### src/rtl/poly_pair_source.sv
// Streams two packed polynomials from a pair of shared-address coefficient RAMs as din1/din2/out_flag.
// Optional POLY_SRC_CHECK_EN builds a sticky per-coefficient range check against the latched modulus.
module poly_pair_source #(
   parameter int WORDS  = 256,
   parameter int ADDR_W = 8
) (
   input  logic              clk,
   input  logic              rst,
   input  logic              start,
   input  logic              q_mod_in,
   input  logic              hold,
   output logic              ren,
   output logic [ADDR_W-1:0] raddr,
   input  logic [49:0]       rdata1,
   input  logic [49:0]       rdata2,
   output logic [49:0]       din1,
   output logic [49:0]       din2,
   output logic              out_flag,
   output logic              q_mod,
   output logic              busy,
   output logic              done,
   output logic              err
);
   typedef enum logic [1:0] {IDLE, FETCH, DRAIN} state_t;
   localparam logic [ADDR_W-1:0] LAST_ADDR = ADDR_W'(WORDS - 1);

   state_t            state_q, state_d;
   logic [ADDR_W-1:0] cnt_q, cnt_d;
   logic              rd_vld_q, rd_vld_d;
   logic              out_flag_q, out_flag_d;
   logic [49:0]       din1_q, din1_d;
   logic [49:0]       din2_q, din2_d;
   logic              q_mod_q, q_mod_d;
   logic              busy_q, busy_d;
   logic              done_q, done_d;
   logic              start_acc;

   // The done cycle is already IDLE, so a start there must be masked explicitly.
   assign start_acc = (state_q == IDLE) && start && !done_q;
   assign ren       = (state_q == FETCH) && !hold;
   assign raddr     = cnt_q;
   assign din1      = din1_q;
   assign din2      = din2_q;
   assign out_flag  = out_flag_q;
   assign q_mod     = q_mod_q;
   assign busy      = busy_q;
   assign done      = done_q;

   always_comb begin
      state_d    = state_q;
      cnt_d      = cnt_q;
      q_mod_d    = q_mod_q;
      busy_d     = busy_q;
      done_d     = 1'b0;
      rd_vld_d   = ren;
      out_flag_d = rd_vld_q;
      din1_d     = rd_vld_q ? rdata1 : '0;
      din2_d     = rd_vld_q ? rdata2 : '0;
      case (state_q)
         IDLE: begin
            if (start_acc) begin
               state_d = FETCH;
               cnt_d   = '0;
               q_mod_d = q_mod_in;
               busy_d  = 1'b1;
            end
         end
         FETCH: begin
            // Stop counting on the last issue so the address never wraps.
            if (ren) begin
               if (cnt_q == LAST_ADDR) state_d = DRAIN;
               else                    cnt_d   = cnt_q + 1'b1;
            end
         end
         DRAIN: begin
            if (!rd_vld_q) begin
               state_d = IDLE;
               done_d  = 1'b1;
               busy_d  = 1'b0;
            end
         end
         default: state_d = IDLE;
      endcase
   end

   always_ff @(posedge clk or negedge rst) begin
      if (!rst) begin
         state_q    <= IDLE;
         cnt_q      <= '0;
         rd_vld_q   <= 1'b0;
         out_flag_q <= 1'b0;
         din1_q     <= '0;
         din2_q     <= '0;
         q_mod_q    <= 1'b0;
         busy_q     <= 1'b0;
         done_q     <= 1'b0;
      end else begin
         state_q    <= state_d;
         cnt_q      <= cnt_d;
         rd_vld_q   <= rd_vld_d;
         out_flag_q <= out_flag_d;
         din1_q     <= din1_d;
         din2_q     <= din2_d;
         q_mod_q    <= q_mod_d;
         busy_q     <= busy_d;
         done_q     <= done_d;
      end
   end

`ifdef POLY_SRC_CHECK_EN
   logic        err_q, err_d;
   logic [24:0] q_val;
   logic        range_bad;

   always_comb begin
      q_val     = q_mod_q ? 25'd16515073 : 25'd33292289;
      range_bad = rd_vld_q && ((rdata1[49:25] >= q_val) || (rdata1[24:0] >= q_val) ||
                               (rdata2[49:25] >= q_val) || (rdata2[24:0] >= q_val));
      err_d     = start_acc ? 1'b0 : (err_q | range_bad);
   end

   always_ff @(posedge clk or negedge rst) begin
      if (!rst) err_q <= 1'b0;
      else      err_q <= err_d;
   end

   assign err = err_q;
`else
   assign err = 1'b0;
`endif

endmodule

### config.mk
export PLATFORM = sky130hd
export DESIGN_NAME = poly_pair_source
export DESIGN_NICKNAME = d
export VERILOG_FILES = /design/src/rtl/poly_pair_source.sv
export SDC_FILE = /design/constraint.sdc
export NUM_CORES = 1
export LEC_CHECK = 0
export CORE_MARGIN = 8
export CORE_UTILIZATION = 35
export DETAILED_ROUTE_END_ITERATION = 8
export HOLD_SLACK_MARGIN = 0.12
export PLACE_DENSITY_LB_ADDON = 0.25
export SKIP_CTS_REPAIR_TIMING = 1
export SYNTH_ARGS = -nofsm -noshare
export SYNTH_HDL_FRONTEND = slang
export SYNTH_SLANG_ARGS = --single-unit
### constraint.sdc
create_clock -name clk -period 1.75 [get_ports clk]
set_input_delay 0.35 -clock clk [delete_from_list [all_inputs] [get_ports clk]]
set_output_delay 0.35 -clock clk [all_outputs]
set_load 0.005 [all_outputs]
==> run_results.csv, run 1 <==
group,metric,value,unit
timing,period_share,1.01,
setup_path,crit_slowest_cell,"dfrtp_1",
die,rows,38,
logic_synthesis,synth.net_count,388,
cts,cts_tree,"done",
logic_synthesis,yosys_warnings,0,
timing,worst_pin_slew,0.596,ns
setup_path,worstSetupEndpointType,"output port",
placement,place.gp.congestion,0.816,
timing,fin_setup_tns,-0.0201,ns
setup_path,max_stage_delay,0.38,ns
placement,port_buffers,217,
logic_synthesis,synth_cell_types,29,
die,num_io_pins,219,
cts,root_buffer,"clkbuf_8",
min_path,hp-class,"in -> reg",
logic_synthesis,synthArstFlopShare,1.00,
cts,cts_sinks,115,
global_route,grt_max_degree,116,
die,core_area,10900,um^2
route,postRouteAntennaNets,0,
die,start_util,0.359,
logic_synthesis,syn_inst,282,
power,cellPowerDensity,1350,nW/um^2
timing,rsz0062_at_grt,"true",
timing,clock.fmax,565,MHz
die,die-area,14800,um^2
placement,dp_hpwl,8.30,mm
cts,htreeDepth,4,
status,failed_checks,"negative setup slack",
status,outcome,"finished with violations",
cts,clockBufferDepth,2,
timing,drv_slew,0,
global_route,gr-usage-all-layers,0.157,
timing,hold_viol_final,0,
logic_synthesis,avgSynthCellArea,13.9,um^2
setup_path,path_delay_family,"flip-flops",
final_layout,nets,635,
final_layout,fill_cells,839,
final_layout,drive_gt1_frac,0.130,
logic_synthesis,ys.flop_type,"dfrtp_1",
setup_path,cp_max_fo,2,
route,via_count,2975,
global_route,grt_pass1_wl,17.3,mm
cts,clk_pin_slew,0.05,ns
global_route,grt_pass1_vias,3147,
final_layout,layout.cells.non_filler,680,
die,dieWidth,122,um
route,firstDrtPassIters,4,
route,drt_iter0_drc,253,
setup_path,cp_cell_sequence,"or3b_4 -> inv_2 -> buf_6",
setup_path,worst-path-buf-inv,2,
global_route,overflow,0,
logic_synthesis,synthesis.area,3910,um^2
logic_synthesis,synth_edf_count,0,
final_layout,final_common_cell,"clkdlybuf4s50_1",
setup_path,crit_type,"reg -> out",
logic_synthesis,ys_ff_latch,115,
power,p_leak,3.59,nW
logic_synthesis,yosysSeqAreaShare,0.736,
cts,clk_latency,0.50,ns
die,die_h,122,um
timing,fin_hold_ws,0.417,ns
run,max_cap_viol_count,0,
final_layout,syn_to_final_growth,82.1,%
route,drcViolationCount,0,
final_layout,n_antenna_cell,0,
route,routedWlPerCell,16.9,um
timing,setup_violations,1,
route,drt-total-wl,11.5,mm
setup_path,cp.required,1.40,ns
timing,relSlewSlack,0.603,
timing,clock_skew,0.00489,ns
setup_path,cp.arrival,1.42,ns
global_route,antenna_found_initial,0,
route,via_per_inst,4.38,
cts,cts-buffers-inserted,17,
timing,layout_setup_ws,-0.0201,ns
placement,dp.cells,635,
power,peakVddDrop,0.810,mV
setup_path,setup.worst_path.start_class,"flip-flop",
final_layout,mostFrequentLayoutCells,"clkdlybuf4s50_1 (177), dfrtp_1 (107), and2_1 (100), dlymetal6s2s_1 (38), buf_4 (23)",
timing,fin_crit,1.77,ns
-- synth_stat cells (2+ instances only) --
| master | n | area share |
|---|---|---|
| a21o_1 | 5 | 0.0096 |
| and2_1 | 100 | 0.16 |
| and3_1 | 2 | 0.0032 |
| clkbuf_1 | 12 | 0.012 |
| dfrtp_1 | 115 | 0.74 |
| inv_1 | 4 | 0.0038 |
| nand2_1 | 6 | 0.0058 |
| nand3_1 | 7 | 0.0090 |
| nor3_1 | 2 | 0.0026 |
| nor3b_1 | 3 | 0.0058 |
| o211ai_1 | 3 | 0.0058 |
| o21ai_0 | 4 | 0.0051 |
| o41ai_1 | 3 | 0.0067 |
-- routing by layer --
metal  up-vias  track usage  routed length (um)
li1       1390            -                   -
met1      1434        0.158                4010
met2       131        0.270                6080
met3        20       0.0694                1130
met4         0       0.0802                 275
met5         -            0                   0
-- state kept, by name, indices dropped and copies added, names as in the netlist --
name / cells
out_flag_d: 1
out_flag: 1
done: 1
q_mod: 1
busy: 1
din1: 50
din2: 50
state_q: 2
raddr: 8
-- worst reg2reg max path: cells and delay by family, from the launching register on --
| family | cells | cell delay, ns |
|---|---|---|
| and+or+nand+nor | 1 | 0.38 |
| buffers and inverters | 2 | 0.29 |
| AOI/OAI and AO/OA | 3 | 0.54 |
| DFF | 1 | 0.38 |
-- final cells by class --
type | count | area (um^2) | area share
tap | 140 | 175 | 0.0246
multi-input combinational | 149 | 958 | 0.135
clock buffer | 22 | 473 | 0.0665
timing repair buffer | 242 | 2480 | 0.349
inverter | 4 | 15.0 | 0.00211
sequential | 115 | 2890 | 0.406
clock inverter | 8 | 126 | 0.0178
-- metrics by stage --
stage | util | total power [mW] | cell area, um^2 | worst slack (ns)
finish | 0.654 | 9.60 | 7120 | -0.0201
global route | 0.654 | 10.2 | 7120 | -0.0811
CTS | 0.633 | 9.61 | 6890 | -0.526
detailed placement | 0.578 | 6.11 | 6290 | -0.351
global placement | 0.578 | 6.06 | 6290 | -0.344
floorplan | - | 4.41 | 3910 | 0.241
-- kinds of logic after synthesis --
logic type / share of synthesized area
simple gates: 0.195
compound gates: 0.0445
other cells: 0.000960
fa+ha+maj: 0.00320
buf+inv: 0.0202
flops: 0.736
-- path summary, 6_finish.rpt --
kind                            slack (ns)              endpoint              startpoint  depth (start not counted)
worst max-delay path                 -0.02                   ren  state_q[1]$_DFFE_PN0P_                          3
worst min-delay path                  0.42    din2[13]$_DFF_PN0_              rdata2[13]                          2
worst max register to register        0.10  raddr[3]$_DFFE_PN0P_  state_q[1]$_DFFE_PN0P_                          6
worst min register to register        0.51     q_mod$_DFFE_PN0P_       q_mod$_DFFE_PN0P_                          2
max in group asynchronous             0.80  out_flag_d$_DFF_PN0_                     rst                          3
min in group asynchronous             0.47    din1[11]$_DFF_PN0_                     rst                          3
-- power breakdown --
| group | internal [mW] | switching (mW) |
|---|---|---|
| Clock | 2.30 | 1.13 |
| Sequential | 3.22 | 0.254 |
| Combinational | 1.68 | 1.02 |
(Power assumes the default switching activity.)
==> run 2: changes to the inputs <==
--- a/config.mk
+++ b/config.mk
@@ -5,11 +5,13 @@
 export SDC_FILE = /design/constraint.sdc
 export NUM_CORES = 1
 export LEC_CHECK = 0
+export ABC_CLOCK_PERIOD_IN_PS = 1750
 export CORE_MARGIN = 8
 export CORE_UTILIZATION = 35
 export DETAILED_ROUTE_END_ITERATION = 8
 export HOLD_SLACK_MARGIN = 0.12
 export PLACE_DENSITY_LB_ADDON = 0.25
+export REMOVE_ABC_BUFFERS = 1
 export SKIP_CTS_REPAIR_TIMING = 1
 export SYNTH_ARGS = -nofsm -noshare
 export SYNTH_HDL_FRONTEND = slang
==> run_results.csv, run 2 (synthesized netlist as in run 1, its figures left out) <==
group,metric,value,unit
cts,clk_pin_slew,0.06,ns
placement,pre_cts_ws,-0.347,ns
placement,place.gp.congestion,0.771,
final_layout,nets,624,
status,outcome,"finished with violations",
timing,clock_skew,0.00718,ns
cts,cts_tree,"done",
placement,dp_hpwl,8.68,mm
placement,port_buffers,217,
setup_path,cp.arrival,1.42,ns
route,drt_iter0_drc,137,
setup_path,cp.required,1.40,ns
cts,cts_sinks,115,
route,drt-total-wl,11.4,mm
min_path,hp-class,"in -> async",
timing,rsz0062_at_grt,"true",
die,die_h,122,um
power,p_leak,3.57,nW
final_layout,mostFrequentLayoutCells,"clkdlybuf4s50_1 (177), dfrtp_1 (107), and2_1 (100), dlymetal6s2s_1 (38), clkbuf_16 (16)",
timing,clock.fmax,565,MHz
setup_path,setup.worst_path.start_class,"flip-flop",
route,via_per_inst,4.40,
global_route,antenna_found_initial,0,
route,drcViolationCount,0,
die,dieWidth,122,um
route,routedWlPerCell,17.0,um
status,failed_checks,"negative setup slack",
cts,root_buffer,"clkbuf_8",
timing,layout_setup_ws,-0.0202,ns
final_layout,drive_gt1_frac,0.111,
power,cellPowerDensity,1380,nW/um^2
die,die-area,14800,um^2
timing,period_share,1.01,
die,num_io_pins,219,
die,start_util,0.359,
final_layout,final_common_cell,"clkdlybuf4s50_1",
timing,fin_crit,1.77,ns
power,peakVddDrop,0.601,mV
global_route,gr-usage-all-layers,0.159,
setup_path,cp_max_fo,2,
route,via_count,2945,
global_route,grt_pass1_vias,3311,
route,firstDrtPassIters,4,
timing,worst_pin_slew,0.585,ns
setup_path,crit_start,"state_q[1]$_DFFE_PN0P_",
die,core_area,10900,um^2
route,postRouteAntennaNets,0,
die,rows,38,
timing,setup_violations,1,
cts,clockBufferDepth,2,
run,max_cap_viol_count,0,
global_route,grt_max_degree,49,
timing,fin_setup_tns,-0.0202,ns
final_layout,stdcell_area,7090,um^2
setup_path,r2r_start,"raddr[1]$_DFFE_PN0P_",
timing,hold_viol_final,0,
timing,drv_slew,0,
timing,relSlewSlack,0.610,
global_route,overflow,0,
final_layout,n_antenna_cell,0,
cts,clk_latency,0.50,ns
cts,cts-buffers-inserted,17,
placement,placed_area,6290,um^2
final_layout,syn_to_final_growth,81.5,%
global_route,grt_pass1_wl,17.8,mm
setup_path,crit_type,"reg -> out",
cts,htreeDepth,4,
setup_path,worstSetupEndpointType,"output port",
[run 2: final timing paths]
kind	end	slack [ns]	cells after the start
max	ren	-0.02	3
min reg2reg	q_mod$_DFFE_PN0P_	0.47	2
min	din2[26]$_DFF_PN0_	0.35	2
max reg2reg	raddr[2]$_DFFE_PN0P_	0.11	6
min in group clk	q_mod$_DFFE_PN0P_	0.40	3
max in group asynchronous	raddr[0]$_DFFE_PN0P_	0.79	3
[run 2: final cells by class]
cell class | count | area [um^2]
fillers | 859 | 3800
flip-flops and latches | 115 | 2890
repair buffers | 231 | 2410
multi-input cells | 149 | 953
clock buffers | 22 | 473
clock inverters | 9 | 176
well taps | 140 | 175
inverters | 4 | 15.0
[run 2: routing by layer]
metal,part of all wire,GRT usage,vias up
li1,-,-,1379
met4,0.018,0.0732,0
met1,0.36,0.161,1401
met5,0,0,-
met3,0.15,0.107,16
met2,0.48,0.249,149
[run 2: through the flow]
| stage | hold WS, ns | utilization | power (mW) | std cells |
|---|---|---|---|---|
| floorplan | 0.0544 | - | 4.35 | 268 |
| global placement | 0.319 | 0.577 | 6.07 | 633 |
| detailed placement | 0.317 | 0.577 | 6.17 | 633 |
| CTS | -0.230 | 0.637 | 9.95 | 664 |
| global route | 0.369 | 0.651 | 10.3 | 670 |
| finish | 0.348 | 0.651 | 9.80 | 670 |
[run 2: where the power goes]
group          switching, mW  total [mW]  internal (mW)  leakage (nW)
Sequential             0.279        3.49           3.22          1.46
Combinational          0.990        2.58           1.59          1.79
Clock                   1.12        3.72           2.60         0.317
[run 2: critical path, cell delays in order, from the launching register on]
cell,delay [ns]
dfrtp_1,0.38
or3b_4,0.38
inv_2,0.07
buf_6,0.09
==> RTL edit 1 (settings of run 2) <==
Build with the macro `POLY_SRC_CHECK_EN` defined.
--- a/src/rtl/poly_pair_source.sv
+++ b/src/rtl/poly_pair_source.sv
@@ -2,2 +2,4 @@
 // Optional POLY_SRC_CHECK_EN builds a sticky per-coefficient range check against the latched modulus.
+`define POLY_SRC_CHECK_EN
+
 module poly_pair_source #(
Check against the original RTL: not equivalent (a bounded check fails within 4 cycles, from zero or initial values and one cycle with rst low).
==> RTL edit 1 against run 2 <==
Fmax up 4.8%; routed wire length rose by 13%; area after synthesis grew 7.5%; cell count grew 8.5%; worst setup slack improved by 0.080 ns; design area grew 3.6%; sequential cell count grew 1; largest cell class unchanged; total power decreased by 21%; via count up 14%.
==> RTL edit 1: results (changes against run 2) <==
Status
  • Result of the run: finished clean

Drt
  • Routed length per placed instance: 17.75 um (+4.4%)
  • Via count of the routed design: 3359 (+14%)
  • Via-to-Cell Ratio: 4.620 (+5.1%)
  • Iteration-0 DRC Markers: 185 (+35%)

Global route
  • Met1 GRT Util: 0.1846 (+0.02397)
  • Maximum number of pins on one net before global-route repair: 53 (+8.2%)
  • Met3 usage: 0.07012 (-0.03723)
  • Number of global-route vias before repair: 3713 (+12%)
  • Aggregate global-route resource usage: 0.1694 (+0.01077)
  • First-pass GRT wire length: 20580 um (+15%)

Yosys
  • Syn Inst Count: 319 (+13%)
  • Share of synthesized area spent on multiplexers: 0.002682 (+0.002682)
  • Ranking of synthesized cells by area: dfrtp_1 (69%), and2_1 (15%), nor4_1 (2.8%)
  • Xor-xnor portion of the synthesized cell area: 0.01043 (+0.01043)
  • Adder and majority gate portion of the synthesized area: 0.01490 (+0.01170)
  • Synth unique cells: 30 (+3.4%)
  • Commonest cells in the synthesized netlist: dfrtp_1 (116), and2_1 (100), nor4_1 (19)
  • Post-synthesis sequential area ratio: 0.6913 (-0.04517)

Cells and area
  • Area growth from synthesis to final layout: 74.91%
  • Share of final-layout standard cells stronger than drive strength 1: 0.1224 (+0.01109)
  • Area used by multi-input combinational logic: 1294 sq um (+36%)
  • Register area: 2908 sq um (+0.69%)
  • Non-Clock Buffer Area Fraction: 0.3271 (-0.01289)
  • Fill cell total of the finished layout: 970 (+13%)
  • Non-clock inverter count: 2 (-2)
  • Number of nets in the finished design: 679 (+8.8%)

Clocking
  • Clock Latency Late Sink: 0.40 ns (-0.10 ns)
  • Number of sinks driven by the clock tree: 116 (+0.87%)
  • CTS root buffer: clkbuf_16

Place
  • Number of placed instances, taps included: 690 (+9.0%)
  • Post-DP Area: 6688 sq um (+6.4%)
  • Placer's final routability congestion estimate: 0.7727 (+0.27%)
  • Post-detail-place hpwl: 9899 um (+14%)
  • Placement Setup Slack: -0.4412 ns (-0.09459 ns)

STA
  • Worst rel slew slack: 0.7672 (+0.1575)
  • Setup clock skew after layout: 0.004884 ns (-0.002293 ns)

Setup path
  • Worst reg2reg path startpoint: raddr[0]
  • Critical-path cell with the highest stage delay: clkdlybuf4s50_1
  • CP peak stage delay: 0.54 ns (+0.16 ns)
  • Endpoint arrival time on the critical path: 1.34 ns (-0.08 ns)

Power
  • Leakage power figure: 3.236 nW (-9.4%)

Die
  • Count of inserted tapcells: 147 (+5.0%)
==> RTL edit 1: cell types whose count changed in the layout (fill, tap and decap cells not counted), sizes merged, moves of 8 or more <==
cell / change
buf: +9
clkdlybuf4s50: +36
dlymetal6s2s: -35
nor2: +8
nor4: +20
==> RTL edit 1: metal layers <==
metal / wire (um) / vias to the layer above
met2: 6628 / 133
met5: 0 / -
met1: 4939 / 1626
met3: 1026 / 21
met4: 311 / 0
li1: - / 1579
==> RTL edit 1: final timing paths <==
path / end / slack, ns / cells past startpoint
worst max-delay path: raddr[3] / 0.06 / 1
worst min-delay path: din1[27] / 0.40 / 2
worst max register to register: raddr[3] / 0.08 / 7
worst min register to register: busy / 0.53 / 2
max in group asynchronous: din1[30] / 0.76 / 3
min in group clk: busy / 0.53 / 2
==> RTL edit 1: power by group <==
group          leakage (nW)  switching [mW]  total (mW)  internal, mW
clock                 0.278            1.09        3.13          2.04
combinational          1.43           0.557        1.49         0.931
sequential             1.53           0.145        3.10          2.95
total                  3.24            1.79        7.72          5.93
==> RTL edit 2 (settings of run 2) <==
Made on the original files. The 3 states of `state_t` get a one-hot encoding in 3 bits.
--- a/src/rtl/poly_pair_source.sv
+++ b/src/rtl/poly_pair_source.sv
@@ -23,3 +23,3 @@
 );
-   typedef enum logic [1:0] {IDLE, FETCH, DRAIN} state_t;
+   typedef enum logic [2:0] {IDLE = 3'b001, FETCH = 3'b010, DRAIN = 3'b100} state_t;
    localparam logic [ADDR_W-1:0] LAST_ADDR = ADDR_W'(WORDS - 1);
Formal check against the unedited RTL: no difference found for any inputs over 10 cycles, from zero or initial values and one cycle with rst low; not proved beyond that.
==> RTL edit 2 against run 2 <==
Design area down 2.1%; area after synthesis up 1.1%; via count down 0.24%; sequential cell count up 1; routed wire length down 2.7%; fmax up 4.4%; worst setup slack better by 0.075 ns; cell count up 0.30%; synthesized cell count up 1.1%; critical path type unchanged.
Power is not compared: it rests on default switching activity, and its combinational part moved more than twofold at a synthesized area within 25%.
==> RTL edit 2: results (changes against run 2) <==
Drt
  • Iteration-0 DRC Markers: 188 (+37%)
  • Via-to-Cell Ratio: 4.372 (-0.53%)
  • First-pass DRT Iterations: 4 (unchanged)
  • Final wirelength: 11080 um (-2.7%)

Place
  • Port buffer count: 217 (unchanged)
  • Post-detail-place hpwl: 8503 um (-2.0%)
  • Placement Setup Slack: -0.2575 ns (+0.08919 ns)
  • Placer's final routability congestion estimate: 0.7685 (-0.27%)

Yosys
  • Area fraction in compound gates after synthesis: 0.03673 (-0.007776)
  • Total of warnings raised by yosys: 0 (unchanged)
  • Commonest cells in the synthesized netlist: dfrtp_1 (115), and2_1 (102), clkbuf_1 (11)
  • Share of synthesized area spent on multiplexers: 0.007916 (+0.007916)
  • Async set-reset flop share out of synthesis: 1.000 (unchanged)
  • Post-synthesis sequential area ratio: 0.7350 (-0.001513)
  • Ranking of synthesized cells by area: dfrtp_1 (73%), and2_1 (16%), clkbuf_1 (1.0%)
  • Synth unique cells: 32 (+10%)
  • Top_reg_cell synth: dfrtp_1
  • Xor-xnor portion of the synthesized cell area: 0 (unchanged)
  • Adder and majority gate portion of the synthesized area: 0.003167 (-0.00003549)

Clocking
  • Max Buffers Root-to-Sink: 2 (unchanged)
  • TritonCTS buffer count: 17 (unchanged)
  • # H-tree levels: 4 (unchanged)
  • Clock slew at reported path FFs: 0.05 ns
  • Clock Latency Late Sink: 0.39 ns (-0.11 ns)
  • CTS root buffer: clkbuf_16

STA
  • Setup clock skew after layout: 0.005587 ns (-0.001589 ns)

Cells and area
  • Number of nets in the finished design: 625 (+0.16%)
  • Antenna cell count: 0 (unchanged)
  • Share of final-layout standard cells stronger than drive strength 1: 0.08696 (-0.02436)

Global route
  • Number of global-route vias before repair: 3159 (-4.6%)
  • First-pass GRT wire length: 16980 um (-4.8%)
  • Aggregate global-route resource usage: 0.1518 (-0.006872)
  • Maximum number of pins on one net before global-route repair: 44 (-10%)
  • Number of antenna violations at the first check in global routing: 0 (unchanged)

Die
  • Chip width: 122.3 um (+0.48%)

Status
  • Result of the run: finished clean

Setup path
  • Critical-path maximum fanout: 4 (+2)
  • Endpoint arrival time on the critical path: 1.34 ns (-0.08 ns)
  • Critical-path cell with the highest stage delay: clkdlybuf4s50_1
  • CP peak stage delay: 0.56 ns (+0.18 ns)
  • Family of cells with the greatest summed delay on the critical path: buffers and inverters

Power
  • Leakage power figure: 3.172 nW
  • Largest voltage drop on the vdd net: 0.6366 mV

Hold path
  • Path category of the worst min-delay check: input pin to asynchronous set/reset pin
-- RTL edit 2: changes by cell type in the layout (fill, tap and decap cells not counted), sizes merged, moves of 3 or more --
cell and change:
clkdlybuf4s50 +38, nor2 +5, a21oi +4, o41ai -3, bufinv -3, a31oi +5
nor3b -3, o211ai -3, dlymetal6s2s -37, buf -4, a21o -5, nand3 -6
-- RTL edit 2: area by class of cell --
class / count / area [sq um]
Clock inverter: 5 / 75.07
Clock buffer: 24 / 491.7
Timing Repair Buffer: 228 / 2295
Inverter: 3 / 11.26
Fill cell: 926 / 4279
Tap cell: 143 / 178.9
Sequential cell: 116 / 2910
Multi-Input combinational cell: 153 / 982.2
-- RTL edit 2: kinds of logic after synthesis --
group | after synthesis
AOI/OAI and AO/OA | 21
other | 1
DFF | 116
and+or+nand+nor | 127
adders and majority gates | 1
muxes | 3
buffers and inverters | 16
-- RTL edit 2: worst paths after layout --
kind,slack [ns],depth (start not counted),endpoint,start
setup / recovery,0.06,1,raddr[0],raddr[0]
hold / removal,0.43,2,raddr[2],rst
max in group asynchronous,0.77,3,din1[18],rst
hold reg to reg,0.49,1,q_mod,q_mod
setup reg to reg,0.22,5,raddr[3],raddr[0]
min in group clk,0.49,1,q_mod,q_mod
-- RTL edit 2: stage by stage --
step                      cell area [sq um]  TNS [ns]    util  std cells
after floorplan                        3897         0       -        272
after global placement                 6352   -0.3153  0.5660        641
after detailed placement               6352   -0.5808  0.5660        641
after CTS                              6919   -0.2902  0.6165        670
after global routing                   6944         0  0.6187        672
final                                  6944         0  0.6187        672
-- RTL edit 2: layer usage --
layer / global-route usage / vias to the layer above / wire length, um
li1: - / 1376 / -
met5: 0 / - / 0
met3: 0.09522 / 12 / 1474
met2: 0.2450 / 141 / 5488
met1: 0.1581 / 1409 / 3973
met4: 0.05636 / 0 / 145
-- RTL edit 2: power breakdown --
part	leakage [nW]	switching, mW	internal [mW]
Combinational	1.30	0.438	0.767
Sequential	1.59	0.121	2.92
Clock	0.282	1.08	2.21
